[config.mk]
export PLATFORM = sky130hd
export DESIGN_NAME = hdc_frame_packer
export DESIGN_NICKNAME = d
export VERILOG_FILES = /design/src/rtl/hdc_frame_packer_pkg.sv /design/src/rtl/hdc_frame_outreg.sv /design/src/rtl/hdc_frame_packer.sv
export SDC_FILE = /design/constraint.sdc
export NUM_CORES = 2
export LEC_CHECK = 0
export CAP_MARGIN = 10
export CORE_MARGIN = 5
export CORE_UTILIZATION = 50
export DETAILED_ROUTE_END_ITERATION = 8
export PLACE_DENSITY = 0.85
export SYNTH_ARGS = -nofsm -noshare
export SYNTH_HDL_FRONTEND = slang
export SYNTH_SLANG_ARGS = --single-unit
[constraint.sdc]
create_clock -name Clk_CI -period 175.2 [get_ports Clk_CI]
set_clock_uncertainty 0.1 [all_clocks]
set_input_delay 35.04 -clock Clk_CI [delete_from_list [all_inputs] [get_ports Clk_CI]]
set_output_delay 35.04 -clock Clk_CI [all_outputs]
set_load 0.02 [all_outputs]
[src/rtl/hdc_frame_packer_pkg.sv]
// Shared widths and FSM state encodings for the HDC frame packer.
package hdc_frame_packer_pkg;

  localparam int ADC_WORD_WIDTH  = 16;
  localparam int FRAME_WIDTH     = 1024;
  localparam int FRAME_WORDS     = FRAME_WIDTH / ADC_WORD_WIDTH;
  localparam int FRAME_CNT_WIDTH = 16;

  typedef enum logic [1:0] {
    S_FILL     = 2'd0,
    S_FILL_OUT = 2'd1,
    S_STALL    = 2'd2
  } state_e;

endpackage

[src/rtl/hdc_frame_outreg.sv]
// Frame-wide valid/ready holding register: load wins over accept, clear wins over both.
module hdc_frame_outreg #(
  parameter int W = 1024
) (
  input  logic         clk_i,
  input  logic         rst_i,
  input  logic         clear_i,
  input  logic         load_i,
  input  logic [W-1:0] load_dat_i,
  input  logic         accept_i,
  output logic         vld_o,
  output logic [W-1:0] dat_o
);

  logic         vld_q, vld_d;
  logic [W-1:0] dat_q, dat_d;

  always_comb begin
    vld_d = vld_q;
    dat_d = dat_q;
    if (clear_i) begin
      vld_d = 1'b0;
    end else if (load_i) begin
      vld_d = 1'b1;
      dat_d = load_dat_i;
    end else if (accept_i) begin
      vld_d = 1'b0;
    end
  end

  always_ff @(posedge clk_i or posedge rst_i) begin
    if (rst_i) begin
      vld_q <= 1'b0;
      dat_q <= '0;
    end else begin
      vld_q <= vld_d;
      dat_q <= dat_d;
    end
  end

  assign vld_o = vld_q;
  assign dat_o = dat_q;

endmodule

[src/rtl/hdc_frame_packer.sv]
// Packs ADC words into frames, double-buffered (assembly buffer + output register).
// HDC_FRAME_SEQ_EN: word 0 of each frame carries the frame sequence count instead of a sample.
module hdc_frame_packer
  import hdc_frame_packer_pkg::*;
#(
  parameter int WORD_W  = ADC_WORD_WIDTH,
  parameter int FRAME_W = FRAME_WIDTH,
  parameter int CNT_W   = FRAME_CNT_WIDTH
) (
  input  logic               Clk_CI,
  input  logic               Reset_RI,
  input  logic               Clear_SI,
  input  logic               SampleValid_SI,
  input  logic [WORD_W-1:0]  Sample_DI,
  output logic               SampleReady_SO,
  output logic               FrameValid_SO,
  output logic [FRAME_W-1:0] Frame_DO,
  input  logic               FrameReady_SI,
  output logic [CNT_W-1:0]   FrameCnt_DO
);

  localparam int N_WORDS = FRAME_W / WORD_W;
  localparam int PTR_W   = (N_WORDS > 1) ? $clog2(N_WORDS) : 1;
`ifdef HDC_FRAME_SEQ_EN
  localparam logic [PTR_W-1:0] FIRST_PTR = PTR_W'(1);
`else
  localparam logic [PTR_W-1:0] FIRST_PTR = PTR_W'(0);
`endif
  localparam logic [PTR_W-1:0] LAST_PTR = PTR_W'(N_WORDS - 1);

  state_e             state_q, state_d;
  logic [PTR_W-1:0]   wr_ptr_q, wr_ptr_d;
  logic [FRAME_W-1:0] asm_q, asm_d, load_dat;
  logic [CNT_W-1:0]   cnt_q, cnt_d;
  logic               word_acc, frame_acc, last_word;
  logic               out_load, out_clear;

  // Ready depends on registered state only, so the HDC side never reaches the ADC side combinationally.
  assign SampleReady_SO = (state_q != S_STALL);
  assign word_acc       = SampleValid_SI & SampleReady_SO & ~Clear_SI;
  assign frame_acc      = FrameValid_SO & FrameReady_SI;
  assign last_word      = word_acc & (wr_ptr_q == LAST_PTR);

  always_comb begin
    asm_d = asm_q;
    if (word_acc) begin
      asm_d[int'(wr_ptr_q)*WORD_W +: WORD_W] = Sample_DI;
    end
    load_dat = asm_d;
`ifdef HDC_FRAME_SEQ_EN
    load_dat[CNT_W-1:0] = cnt_q;
`endif
  end

  always_comb begin
    state_d   = state_q;
    wr_ptr_d  = wr_ptr_q;
    cnt_d     = cnt_q;
    out_load  = 1'b0;
    out_clear = 1'b0;
    if (word_acc) begin
      wr_ptr_d = last_word ? FIRST_PTR : wr_ptr_q + PTR_W'(1);
    end
    if (Clear_SI) begin
      out_clear = 1'b1;
      wr_ptr_d  = FIRST_PTR;
      state_d   = S_FILL;
    end else begin
      unique case (state_q)
        S_FILL: begin
          if (last_word) begin
            out_load = 1'b1;
            state_d  = S_FILL_OUT;
          end
        end
        S_FILL_OUT: begin
          if (last_word) begin
            if (frame_acc) out_load = 1'b1;
            else           state_d  = S_STALL;
          end else if (frame_acc) begin
            state_d = S_FILL;
          end
        end
        S_STALL: begin
          if (frame_acc) begin
            out_load = 1'b1;
            state_d  = S_FILL_OUT;
          end
        end
        default: state_d = S_FILL;
      endcase
    end
    if (out_load) begin
      cnt_d = cnt_q + CNT_W'(1);
    end
  end

  // Pointer resets to the first sample slot so sequence mode never overwrites word 0.
  always_ff @(posedge Clk_CI or posedge Reset_RI) begin
    if (Reset_RI) begin
      state_q  <= S_FILL;
      wr_ptr_q <= FIRST_PTR;
      asm_q    <= '0;
      cnt_q    <= '0;
    end else begin
      state_q  <= state_d;
      wr_ptr_q <= wr_ptr_d;
      asm_q    <= asm_d;
      cnt_q    <= cnt_d;
    end
  end

  assign FrameCnt_DO = cnt_q;

  hdc_frame_outreg #(
    .W (FRAME_W)
  ) u_outreg (
    .clk_i      (Clk_CI),
    .rst_i      (Reset_RI),
    .clear_i    (out_clear),
    .load_i     (out_load),
    .load_dat_i (load_dat),
    .accept_i   (frame_acc),
    .vld_o      (FrameValid_SO),
    .dat_o      (Frame_DO)
  );

endmodule

After elaboration in Yosys (flattened, before gate mapping)
Cells that the tools add are included.
{"block": "word_totals", "ff_bits": 2073, "in_bits": 21}
{"block": "op_classes", "addsub": 3, "n_eq_ne": 8, "shift": 2, "mux": 21, "bitwise": 6, "reduce_logical": 5}
{"operator": "bitwise mux 1024 bit", "n": 1}
{"operator": "two-way mux 1024 bit", "n": 1}
{"operator": "variable shift 16 x 33 -> 1024 bit (first input constant)", "n": 1}
{"operator": "variable part select 16 x 33 -> 1024 bit", "n": 1}
{"operator": "negation 10 -> 33 bit", "n": 1}
{"operator": "two-way mux 6 bit", "n": 3}
{"operator": "adder 16 x 1 -> 16 bit (second input constant)", "n": 1}
{"operator": "two-way mux 2 bit", "n": 6}
{"operator": "two-way mux 1 bit", "n": 8}
{"operator": "inequality test 4 bit (second input constant)", "n": 2}
{"operator": "adder 6 x 1 -> 6 bit (second input constant)", "n": 1}
{"operator": "== test 6 bit (second input constant)", "n": 1}
{"operator": "inequality test 3 bit (second input constant)", "n": 2}
{"operator": "one-hot mux 2 bit (3 select lines)", "n": 1}
{"operator": "AND 1 bit", "n": 4}
{"operator": "AND reduction 4 bit", "n": 1}
{"operator": "one-hot mux 1 bit (3 select lines)", "n": 1}
{"operator": "nonzero test 3 bit", "n": 1}
{"operator": "== test 2 x 1 -> 1 bit (second input constant)", "n": 1}
{"operator": "== test 2 bit (second input constant)", "n": 1}
{"operator": "logical NOT 2 bit", "n": 1}
{"operator": "inequality test 2 bit (second input constant)", "n": 1}
{"operator": "inverter 1 bit", "n": 2}
{"operator": "AND reduction 2 bit", "n": 1}
{"operator": "nonzero test 2 bit", "n": 1}

Depth between registers and ports, before layout
{"block": "depth", "depth_word": 9, "depth_mapped": 14, "mapped_depth_nobuf": 8}

By module
A second synthesis with hierarchy kept.
{"block": "unflattened", "hier_cells": 5066, "hier_area_um2": 81389.3}
{"mod": "hdc_frame_packer", "n_inst": 1, "cells_per_inst": 2898, "area_each_um2": 41848.9}
{"mod": "hdc_frame_outreg", "n_inst": 1, "cells_per_inst": 2168, "area_each_um2": 39540.4}

Worst setup path before layout
No wires, ideal clock.
{"block": "synth_timing", "path_kind": "in2reg", "start": "in Clear_SI", "end": "reg u_outreg.vld_q, in the netlist u_outreg.vld_o", "arrival_time_ns": 36.824, "required_time_ns": 174.960, "slack_ns": 138.136, "cell_stages": 8, "n_path_buf": 5, "cell_sequence": "clkbuf_1 nor2_1 a22oi_1 buf_2 clkbuf_1 clkbuf_1 clkbuf_1 o31ai_1"}
{"block": "synth_between", "elab_chain_len": 8, "word_cells_on_any_way": 11, "cone_classes": "7 x mux; 3 x bitwise; 1 x reduce/logical"}
{"element": "from (decl)", "line": "hdc_frame_packer.sv:12", "source": "input logic Clear_SI,"}
{"element": "inverter 1 bit", "line": "hdc_frame_packer.sv:40", "source": "assign word_acc = SampleValid_SI & SampleReady_SO & ~Clear_SI;"}
{"element": "AND 1 bit", "line": "hdc_frame_packer.sv:40"}
{"element": "AND 1 bit", "line": "hdc_frame_packer.sv:42", "source": "assign last_word = word_acc & (wr_ptr_q == LAST_PTR);"}
{"element": "two-way mux 1 bit, on equally long branches", "line": "hdc_frame_packer.sv:77, hdc_frame_packer.sv:71"}
{"element": "one-hot mux 1 bit (3 select lines)", "line": "hdc_frame_packer.sv:69", "source": "unique case (state_q)"}
{"element": "two-way mux 1 bit", "line": "hdc_frame_packer.sv:64", "source": "if (Clear_SI) begin"}
{"element": "two-way mux 1 bit", "line": "hdc_frame_outreg.sv:23", "source": "end else if (load_i) begin"}
{"element": "two-way mux 1 bit", "line": "hdc_frame_outreg.sv:21", "source": "if (clear_i) begin"}
{"element": "to (signal assigned)", "line": "hdc_frame_outreg.sv:36", "source": "vld_q <= vld_d;"}
{"element": "to (decl)", "line": "hdc_frame_outreg.sv:15", "source": "logic vld_q, vld_d;"}
Several ways; a longest one is shown, not always the timed one.
A chain may end at the register's enable or synchronous reset.

==> flow_metrics.tcl <==
set metrics [dict create \
    status "finished, final reports clean" \
    routedWlPerCell_um 26.6 \
    hpwl_mm 182 \
    final_cell_mix "dfrtp_1, nand2_1, clkdlybuf4s50_1, o21ai_0, nor2_1" \
    cts.reportedPaths.clkPinSlew_ns 0.06 \
    die_h_um 409 \
    holdCritPathClass "flip-flop to flip-flop" \
    final_common_cell "dfrtp_1" \
    timing_hold_violations_final 0 \
    worst_slew_pin_slew_ns 1.28 \
    setup_viol 0 \
    cts_resized 0 \
    critPathSlowestCell "buf_4" \
    ys.flop_type "dfrtp_1" \
    crit_top_cell "buf_4" \
    clkSinkCount 2073 \
    drc_errors 0 \
    drive_above_1_share_pct 14.6 \
    drtIter0Drc 7750 \
    crit_type "input port to async pin" \
    startpoint "Reset_RI" \
    drv_cap 0 \
    num_rows 146 \
    worstPathMaxFanout 174 \
    wirelength_mm 277 \
    ant_nets 0 \
    place_congestion 0.893 \
    peakVddDrop_uv 10.4 \
    grt_max_degree 260 \
    holdBufCountCts 0 \
    rr_worst_depth 7 \
    crit_path_end "u_outreg.dat_o[620]" \
    grt_usage_pct 32.5 \
    syn-instance-count 7288 \
    yosysWarnings 0 \
    cts_buffer_depth 3 \
    total_power_mw 1.00 \
    reg2reg_to "u_outreg.dat_o[962]" \
    synth.avg_cell_area_um2 10.9 \
    fin_nets 8194 \
    drt_first_pass_iters 9 \
    ys_seq_area_share_pct 65.0 \
    required_ns 175.93 \
    r2r_setup_slack_ns 169.81 \
    areaGrowthSynthToFinish_pct 24.5 \
    critPathLaunchType "input port" \
    async_reset_ff_share_pct 100 \
    tns_ns 0 \
    cts_tree "built" \
    via_per_inst 5.99 \
    vias 62400 \
    power.density_nw_per_um2 10.1 \
    nFillCells 11300 \
    period_minus_slack_ns 41.35 \
    timing.fmax_mhz 24.2 \
    post-cts-setup-buffer-count 0 \
    syn_area_um2 79800 \
    cp.arrival_ns 42.08 \
    end_kind "async pin" \
    core_area_um2 159000 \
    synth_seq_cells 2073 \
    synth_nets 7313 \
    synth-edff-count 0 \
    drv_slew 0 \
    worstSkewPairLatency_ns 0.86 \
    yosysUniqueCellTypes 63 \
    io_buffers 1062 \
    p_leak_nw 47.8 \
    die-area_um2 168000 \
    antenna_found_initial 20 \
    ios 1063 \
    relSlewSlack_pct 14.8 \
    post-route-period-util_pct 23.6 \
    fp.dieW_um 409 \
    grt_pass1_vias 62900 \
    start_util_pct 50.3 \
    reg2reg_from "wr_ptr_q[0]" \
    overflow 0 \
    clock-root-buffer "clkbuf_16" \
    path_cells "clkdlybuf4s50_1 > inv_8 > buf_4 > buf_4 > buf_4 > buf_12 > buf_4 > buf_4 > buf_4" \
    cts_buffers 199 \
    cts_htree_levels 4 \
    grt_pass1_wl_mm 408 \
    rsz0062_at_grt "false" \
    critical-path-max-stage-delay_ns 0.90 \
]
==> worst max-delay path: cells and delay by family <==
kind     cells  cell delay (ns)
buf+inv      9             6.59
==> flip-flops by register name, summed over array words and instances (netlist names) <==
| register | count |
|---|---|
| FrameCnt_DO | 16 |
| asm_q | 1024 |
| state_q | 2 |
| u_outreg.dat_o | 1024 |
| u_outreg.vld_o | 1 |
| wr_ptr_q | 6 |
==> how the worst min path moves through the flow <==
stage | start | end | cells past startpoint
after floorplan | asm_q[255] | u_outreg.dat_o[255] | 2
after global placement | asm_q[980] | asm_q[980] | 2
after detailed placement | asm_q[7] | asm_q[7] | 2
after CTS | asm_q[7] | asm_q[7] | 2
after global routing | asm_q[943] | asm_q[943] | 2
final | asm_q[7] | asm_q[7] | 2
==> synth_stat cells (all sizes together) (6+ instances only) <==
master / count / share of area, %
nor4b: 30 / 0.33
buf: 162 / 0.97
or3: 53 / 0.42
mux2: 413 / 5.8
or2: 221 / 1.7
inv: 86 / 0.40
a21bo: 32 / 0.40
o21ai: 844 / 5.3
nand2: 1445 / 6.8
and4: 6 / 0.066
dfrtp: 2073 / 65
o2111ai: 16 / 0.18
xnor2: 18 / 0.20
nand3: 254 / 1.6
nor3b: 37 / 0.37
nand2b: 38 / 0.30
a31oi: 450 / 3.5
a21oi: 10 / 0.063
mux2i: 78 / 0.98
o211ai: 9 / 0.091
clkbuf: 372 / 1.8
nor2: 484 / 2.3
nand4: 22 / 0.20
nor3: 17 / 0.14
and2: 58 / 0.45
==> layout make-up <==
type	instances	area, um^2	share of cell area [%]
inverters	88	338	0.340
flip-flops and latches	2073	51900	52.2
repair buffers	1214	11800	11.8
clock buffers	286	5770	5.81
well taps	2072	2590	2.61
diodes	9	22.5	0.0227
clock inverters	81	1240	1.25
multi-input cells	4593	25700	25.9
==> kinds of logic (layout without fill, tap and decap cells) <==
family	after synthesis	in the layout	synth area share, %
simple gates	2686	2686	14.9
flops	2073	2073	65.0
compound gates	1390	1390	9.88
buf+inv	622	1669	3.13
mux	491	491	6.81
xor+xnor	22	22	0.242
fa+ha+maj	4	4	0.0627
other cells	0	9	0
==> power by group <==
part           internal (mW)  leakage, nW  switching (mW)
logic                 0.0161         16.0          0.0418
clock network          0.264         3.43           0.191
registers              0.486         28.4         0.00563
total                  0.766         47.8           0.239
==> through the flow <==
step	hold WS [ns]	instance area [um^2]	utilization, %	setup slack, ns	cells
after global placement	0.343	92300	58.2	132.90	10000
after detailed placement	0.351	92300	58.2	132.66	10000
final	0.359	99300	62.6	133.85	10400
after global routing	0.381	99300	62.6	132.69	10400
after CTS	0.365	99300	62.6	133.58	10400
after floorplan	0.333	79800	-	81.50	7288
==> routing by layer <==
layer  vias to the layer above  track usage (%)  share of wire, %
li1                      26400                -                 -
met1                     31400             39.3                35
met2                      3535             49.6                45
met3                      1021             8.96               9.8
met4                         2             24.9               9.7
met5                         -                0            0.0047
(Power assumes the default switching activity.)
